$ cat config.mk
export PLATFORM = sky130hd
export DESIGN_NAME = udp_rx_port_dispatch
export DESIGN_NICKNAME = d
export VERILOG_FILES = /design/src/rtl/udp_rx_port_dispatch.sv
export SDC_FILE = /design/constraint.sdc
export NUM_CORES = 1
export LEC_CHECK = 0
export ABC_AREA = 1
export BUFFER_PORTS_ARGS = -buffer_cell sky130_fd_sc_hd__buf_2
export CAP_MARGIN = 20
export CORE_ASPECT_RATIO = 0.9
export CORE_MARGIN = 5
export CORE_UTILIZATION = 53
export DETAILED_ROUTE_END_ITERATION = 6
export PLACE_DENSITY = 0.76
export REMOVE_ABC_BUFFERS = 1
export SYNTH_ARGS = -nofsm -noshare
export SYNTH_HDL_FRONTEND = slang
export SYNTH_HIERARCHICAL = 1
export SYNTH_SLANG_ARGS = --single-unit
$ cat constraint.sdc
create_clock -name i_clk -period 8.3 [get_ports i_clk]
set_input_delay 1.66 -clock i_clk [delete_from_list [all_inputs] [get_ports i_clk]]
set_output_delay 1.66 -clock i_clk [all_outputs]
set_load 0.005 [all_outputs]
$ cat src/rtl/udp_rx_port_dispatch.sv
// UDP receive dispatcher: matches the header's destination port against a
// programmable port table and forwards the payload to one channel, or drops it.

module udp_port_entry #(
  parameter logic [15:0] P_RST_PORT = 16'h0808
) (
  input  logic        i_clk,
  input  logic        i_rst,
  input  logic        i_wr,
  input  logic [15:0] i_port,
  input  logic        i_en,
  input  logic [15:0] i_dst,
  output logic        o_hit
);
  logic [15:0] port;
  logic        en;

  always_ff @(posedge i_clk or posedge i_rst) begin
    if (i_rst) begin
      port <= P_RST_PORT;
      en   <= 1'b1;
    end else if (i_wr) begin
      port <= i_port;
      en   <= i_en;
    end
  end

  // Reads the registered entry, so a same-cycle write is not yet visible.
  assign o_hit = en && (port == i_dst);
endmodule

module udp_rx_port_dispatch #(
  parameter int          P_CH_NUM    = 4,
  parameter logic [15:0] P_BASE_PORT = 16'h0808
) (
  input  logic                i_clk,
  input  logic                i_rst,
  input  logic                i_cfg_wr,
  input  logic [1:0]          i_cfg_addr,
  input  logic [15:0]         i_cfg_port,
  input  logic                i_cfg_en,
  input  logic [63:0]         s_axis_ip_data,
  input  logic [55:0]         s_axis_ip_user,
  input  logic [7:0]          s_axis_ip_keep,
  input  logic                s_axis_ip_last,
  input  logic                s_axis_ip_valid,
  output logic [63:0]         m_axis_ch_data,
  output logic [31:0]         m_axis_ch_user,
  output logic [7:0]          m_axis_ch_keep,
  output logic                m_axis_ch_last,
  output logic [P_CH_NUM-1:0] m_axis_ch_valid,
  output logic [15:0]         o_drop_cnt,
  output logic                o_abort
);
  typedef enum logic [1:0] {S_IDLE, S_FWD, S_DROP} state_t;

  state_t        state, state_nxt;
  logic [63:0]   r_data;
  logic [15:0]   r_len;
  logic [7:0]    r_keep;
  logic          r_last, r_valid;
  logic [P_CH_NUM-1:0] hit;
  logic          hit_any;
  logic [1:0]    hit_idx, sel;
  logic [15:0]   pay_cnt;
  logic          fwd, drop_inc, abort_nxt, latch;
  logic          unused_user;

  assign unused_user = ^s_axis_ip_user[39:0];

  always_ff @(posedge i_clk or posedge i_rst) begin
    if (i_rst) begin
      r_data  <= '0;
      r_len   <= '0;
      r_keep  <= '0;
      r_last  <= 1'b0;
      r_valid <= 1'b0;
    end else begin
      r_data  <= s_axis_ip_data;
      r_len   <= s_axis_ip_user[55:40];
      r_keep  <= s_axis_ip_keep;
      r_last  <= s_axis_ip_last;
      r_valid <= s_axis_ip_valid;
    end
  end

  for (genvar k = 0; k < P_CH_NUM; k++) begin : g_ent
    udp_port_entry #(.P_RST_PORT(16'(P_BASE_PORT + k))) u_ent (
      .i_clk  (i_clk),
      .i_rst  (i_rst),
      .i_wr   (i_cfg_wr && (i_cfg_addr == 2'(k))),
      .i_port (i_cfg_port),
      .i_en   (i_cfg_en),
      .i_dst  (r_data[47:32]),
      .o_hit  (hit[k])
    );
  end

  // Scan high to low so the lowest matching entry wins.
  always_comb begin
    hit_any = 1'b0;
    hit_idx = '0;
    for (int k = P_CH_NUM - 1; k >= 0; k--) begin
      if (hit[k]) begin
        hit_any = 1'b1;
        hit_idx = 2'(k);
      end
    end
  end

  assign pay_cnt = (r_len < 16'd8) ? 16'd0 : r_len - 16'd8;

  always_comb begin
    state_nxt = state;
    fwd       = 1'b0;
    drop_inc  = 1'b0;
    abort_nxt = 1'b0;
    latch     = 1'b0;
    case (state)
      S_IDLE: if (r_valid) begin
        if (r_last)       drop_inc = 1'b1;
        else if (hit_any) begin
          latch     = 1'b1;
          state_nxt = S_FWD;
        end else          state_nxt = S_DROP;
      end
      S_FWD: if (!r_valid) begin
        abort_nxt = 1'b1;
        state_nxt = S_IDLE;
      end else begin
        fwd = 1'b1;
        if (r_last) state_nxt = S_IDLE;
      end
      S_DROP: if (!r_valid) begin
        abort_nxt = 1'b1;
        state_nxt = S_IDLE;
      end else if (r_last) begin
        drop_inc  = 1'b1;
        state_nxt = S_IDLE;
      end
      default: state_nxt = S_IDLE;
    endcase
  end

  always_ff @(posedge i_clk or posedge i_rst) begin
    if (i_rst) begin
      state           <= S_IDLE;
      sel             <= '0;
      m_axis_ch_data  <= '0;
      m_axis_ch_user  <= '0;
      m_axis_ch_keep  <= 8'hFF;
      m_axis_ch_last  <= 1'b0;
      m_axis_ch_valid <= '0;
      o_drop_cnt      <= '0;
      o_abort         <= 1'b0;
    end else begin
      state           <= state_nxt;
      o_abort         <= abort_nxt;
      m_axis_ch_last  <= fwd && r_last;
      m_axis_ch_valid <= fwd ? (P_CH_NUM'(1) << sel) : '0;
      m_axis_ch_keep  <= (fwd && r_last) ? r_keep : 8'hFF;
      if (fwd)      m_axis_ch_data <= r_data;
      if (drop_inc) o_drop_cnt     <= o_drop_cnt + 16'd1;
      // Channel and length are frozen at the header so table writes can't redirect.
      if (latch) begin
        sel            <= hit_idx;
        m_axis_ch_user <= {16'd0, pay_cnt};
      end
    end
  end
endmodule

==> impl.org <==
** Status
- Result of the run :: finished clean

** Timing
- In the finished design, the share of the clock period the worst path needs comes to 34.2%.
- The number of max-slew violations in the final report came to 0.
- Final Setup Violations :: 0
- Summed over all failing endpoints, the final setup total negative slack is 0 ns.
- Achievable Freq :: 353 MHz
- Worst slew slack as a fraction of its limit :: 32.7%
- Final Hold Vio Count :: 0
- At the pin with the least slew margin, the transition time is 1.01 ns.
- Minimum setup slack in the final design :: 5.46 ns
- Unrepaired setup endpoints after global routing :: false
- Setup skew after layout :: 0.0180 ns
- The worst path in the final design needs a cycle of 2.84 ns, including I/O delays and setup.

** Floorplan
- Die width :: 161 µm
- Height of the die :: 145 µm
- The floorplan step defined a die boundary enclosing 23,400 µm².
- Initial core utilization :: 53.9%
- Area inside the core boundary :: 20,000 µm²
- Pin placement for this block handled 278 I/O pins.
- In this run the core area contains 49 standard-cell rows.

** Logic synthesis
- The top cell type by area accounts for 57.4% of the synthesized area.
- By area the synthesized netlist is led by dfrtp_1 (57%), mux2_2 (9.2%), nand2_1 (8.3%).
- Synth top cells by count :: dfrtp_1 (248), nand2_1 (238), inv_1 (103), mux2_2 (88), nor2_1 (56)
- In this run, synthesis produced a sequential element count of 272.
- Average footprint of a synthesized cell :: 11.2 µm²
- Dominant cell by count in the synthesized netlist :: dfrtp_1
- Part of the Yosys area used for sequential elements :: 63.2%
- The synthesized design spends more area on one cell type than any other, namely dfrtp_1.
- Number of distinct standard cells referenced by the synthesized netlist :: 32
- Synthesis handed over a netlist of 966 instances.
- During synthesis, Yosys emitted a total of 6 warnings.
- Fraction of registers with async set/reset :: 100%
- Netlist area before placement :: 10,800 µm²
- Yosys mapped a number of flops with a built-in enable equal to 0.
- For this run, the leading register cell type out of synthesis is dfrtp_1.

** Clock network
- Maximum clock insertion buffer count :: 3
- In this run the clock root is driven by a clkbuf_16.
- Gates resized during post-CTS repair numbered 0.
- Total CTS buffers :: 28
- TritonCTS built the clock tree.
- Post-CTS Repair Setup Buffers :: 0
- Hold-fix buffers, CTS :: 0
- CTS built an H-tree with a depth of 1.
- For the worst-skew pair, the clock arrives at the later sink with an insertion delay of 0.55 ns.
- Clock net sink count :: 272
- Clock-pin slew was measured on the worst setup and hold paths at 0.06 ns.

** Layout
- Counting the fill cells in the layout gives 1,580.
- Finished Layout Cells :: 1,477
- Layout-stage area growth over the synthesis result :: 20.1%
- Share of post-route cells with drive strength above 1 :: 34.0%
- In the final design database the tool counted 1,357 nets.

** Power
- Across the VDD grid, the largest voltage drop is 0.190 mV.
- Static Leak :: 6.97 nW
- For this design the ratio of total power to cell area is 232 nW/µm².

** Drt
- Number of iterations in the first detailed-routing pass :: 5
- Dividing the detail-routed via count by the number of cells gives 4.85.
- Drc violations :: 0
- Dividing the detail-routed wire length by the instance count gives 15.5 µm.
- Total wire length after detailed routing :: 22,900 µm
- Final ANT Viol Nets :: 0
- DRT iter0 DRCs :: 364
- The detailed router placed 7,160 vias in this run.

** Worst setup path
- Startpoint Class :: input port
- For the worst setup path, the data required time is 8.87 ns.
- For the worst setup path, the data arrival time is 3.40 ns.
- Critical setup path kind :: input port to async pin
- Of all nets on the critical path, the largest fanout is 133.
- STA classifies the critical path endpoint as an async pin.

** Flow run
- Across the run, the number of max-cap violations was 0.

** Global routing
- In the global route stage, overall resource usage came out at 19.6%.
- The via count of the first global-routing pass was 7,338.
- Pin count of the biggest net entering global routing :: 134
- Global routing finished with a remaining overflow of 0.
- The first global-routing pass estimated 37,400 µm of wire.
- Initial antenna violation count :: 2

** Placement
- DP Wirelength :: 15,700 µm
- Pre-CTS worst setup slack :: 4.87 ns
- # port buffers :: 221
- Placed instance count :: 1,425
- The congestion estimate from routability-driven global placement came to 0.807.

** Worst hold path
- The tightest min-delay check is of the flop to flop type.
-- layer usage --
layer / up-vias / global-route usage [%] / routed length, µm
li1: 3469 / - / -
met1: 3448 / 25.0 / 9430
met2: 204 / 32.5 / 11100
met3: 37 / 6.77 / 1930
met4: 2 / 4.43 / 469
met5: - / 0 / 13
-- final timing paths --
| check | slack (ns) | cells past startpoint | startpoint | to |
|---|---|---|---|---|
| max in group i_clk | 5.47 | 1 | m_axis_ch_keep[2] | m_axis_ch_keep[2] |
| hold reg to reg | 0.43 | 2 | r_keep[0] | m_axis_ch_keep[0] |
| hold / removal | 0.43 | 2 | r_keep[0] | m_axis_ch_keep[0] |
| min in group asynchronous | 1.28 | 2 | i_rst | sel[0] |
| setup / recovery | 5.46 | 3 | i_rst | m_axis_ch_user[9] |
| setup reg to reg | 5.63 | 14 | g_ent[2].u_ent/port[11] | m_axis_ch_user[15] |
-- flip-flops by register name (all words and copies together), names as in the netlist --
| register | flops |
|---|---|
| g_ent.u_ent/port | 64 |
| m_axis_ch_data | 64 |
| r_data | 64 |
| m_axis_ch_user | 16 |
| o_drop_cnt | 16 |
| r_len | 16 |
| m_axis_ch_keep | 8 |
| r_keep | 8 |
| g_ent.u_ent/en | 4 |
| m_axis_ch_valid | 4 |
| sel | 2 |
| state | 2 |
| m_axis_ch_last | 1 |
| o_abort | 1 |
| r_last | 1 |
| r_valid | 1 |
-- cell type report --
type | count | area, µm² | share of cell area [%]
diodes | 1 | 2.50 | 0.0193
repair buffers | 226 | 1140 | 8.81
flip-flops and latches | 272 | 6840 | 52.6
clock buffers | 40 | 806 | 6.20
clock inverters | 11 | 120 | 0.925
well taps | 255 | 319 | 2.46
inverters | 108 | 413 | 3.18
multi-input cells | 564 | 3350 | 25.8
-- report_power, final --
group	total (W)	internal, W	switching [W]
Sequential	0.00150	0.00143	0.0000674
Clock	0.00122	0.000712	0.000511
Combinational	0.000284	0.000124	0.000160
Total	0.00301	0.00227	0.000739
-- kinds of logic after synthesis --
kind of cell             count (synthesis)  share of synthesized area, %
buffers and inverters                  145                          6.57
multiplexers                            96                          10.3
adder cells (fa/ha/maj)                  5                         0.579
flip-flops                             272                          63.2
AO/OA/AOI/OAI                           62                          3.04
XOR/XNOR                                41                          3.32
other                                    1                        0.0347
AND/OR/NAND/NOR                        344                          12.9
-- cell usage in the layout (no fill, tap or decap), drive strengths merged --
cell type  netlist  routed
mux2            96      96
dfrtp          248     248
buf             37     226
and2             1       1
a21oi            8       8
clkinv           0      10
xnor2            4       4
nor2            64      64
dfstp           24      24
xor2            37      37
inv            108     108
diode            0       1
nand3           18      18
nor3            17      17
nand2          239     239
o31ai            2       2
nand4            1       1
nand3b           3       3
bufinv           0       1
clkbuf           0      40
o22ai            8       8
or2              1       1
ha               5       5
o21ai           44      44
conb             1      16
-- stage by stage --
stage | instance area [µm²] | util [%] | hold WS [ns] | total power (W)
finish | 13000 | 64.8 | 0.434 | 0.00301
detailed placement | 12100 | 60.1 | 0.422 | 0.00181
CTS | 13000 | 64.8 | 0.436 | 0.00304
global placement | 12100 | 60.1 | 0.412 | 0.00179
floorplan | 10600 | - | 0.410 | 0.00170
global route | 13000 | 64.8 | 0.456 | 0.00315
-- worst max-delay path: stages --
cell   delay (ns)
buf_2        0.15
inv_8        0.54
buf_4        0.82
Note: power is estimated with default switching activity, not from simulation.
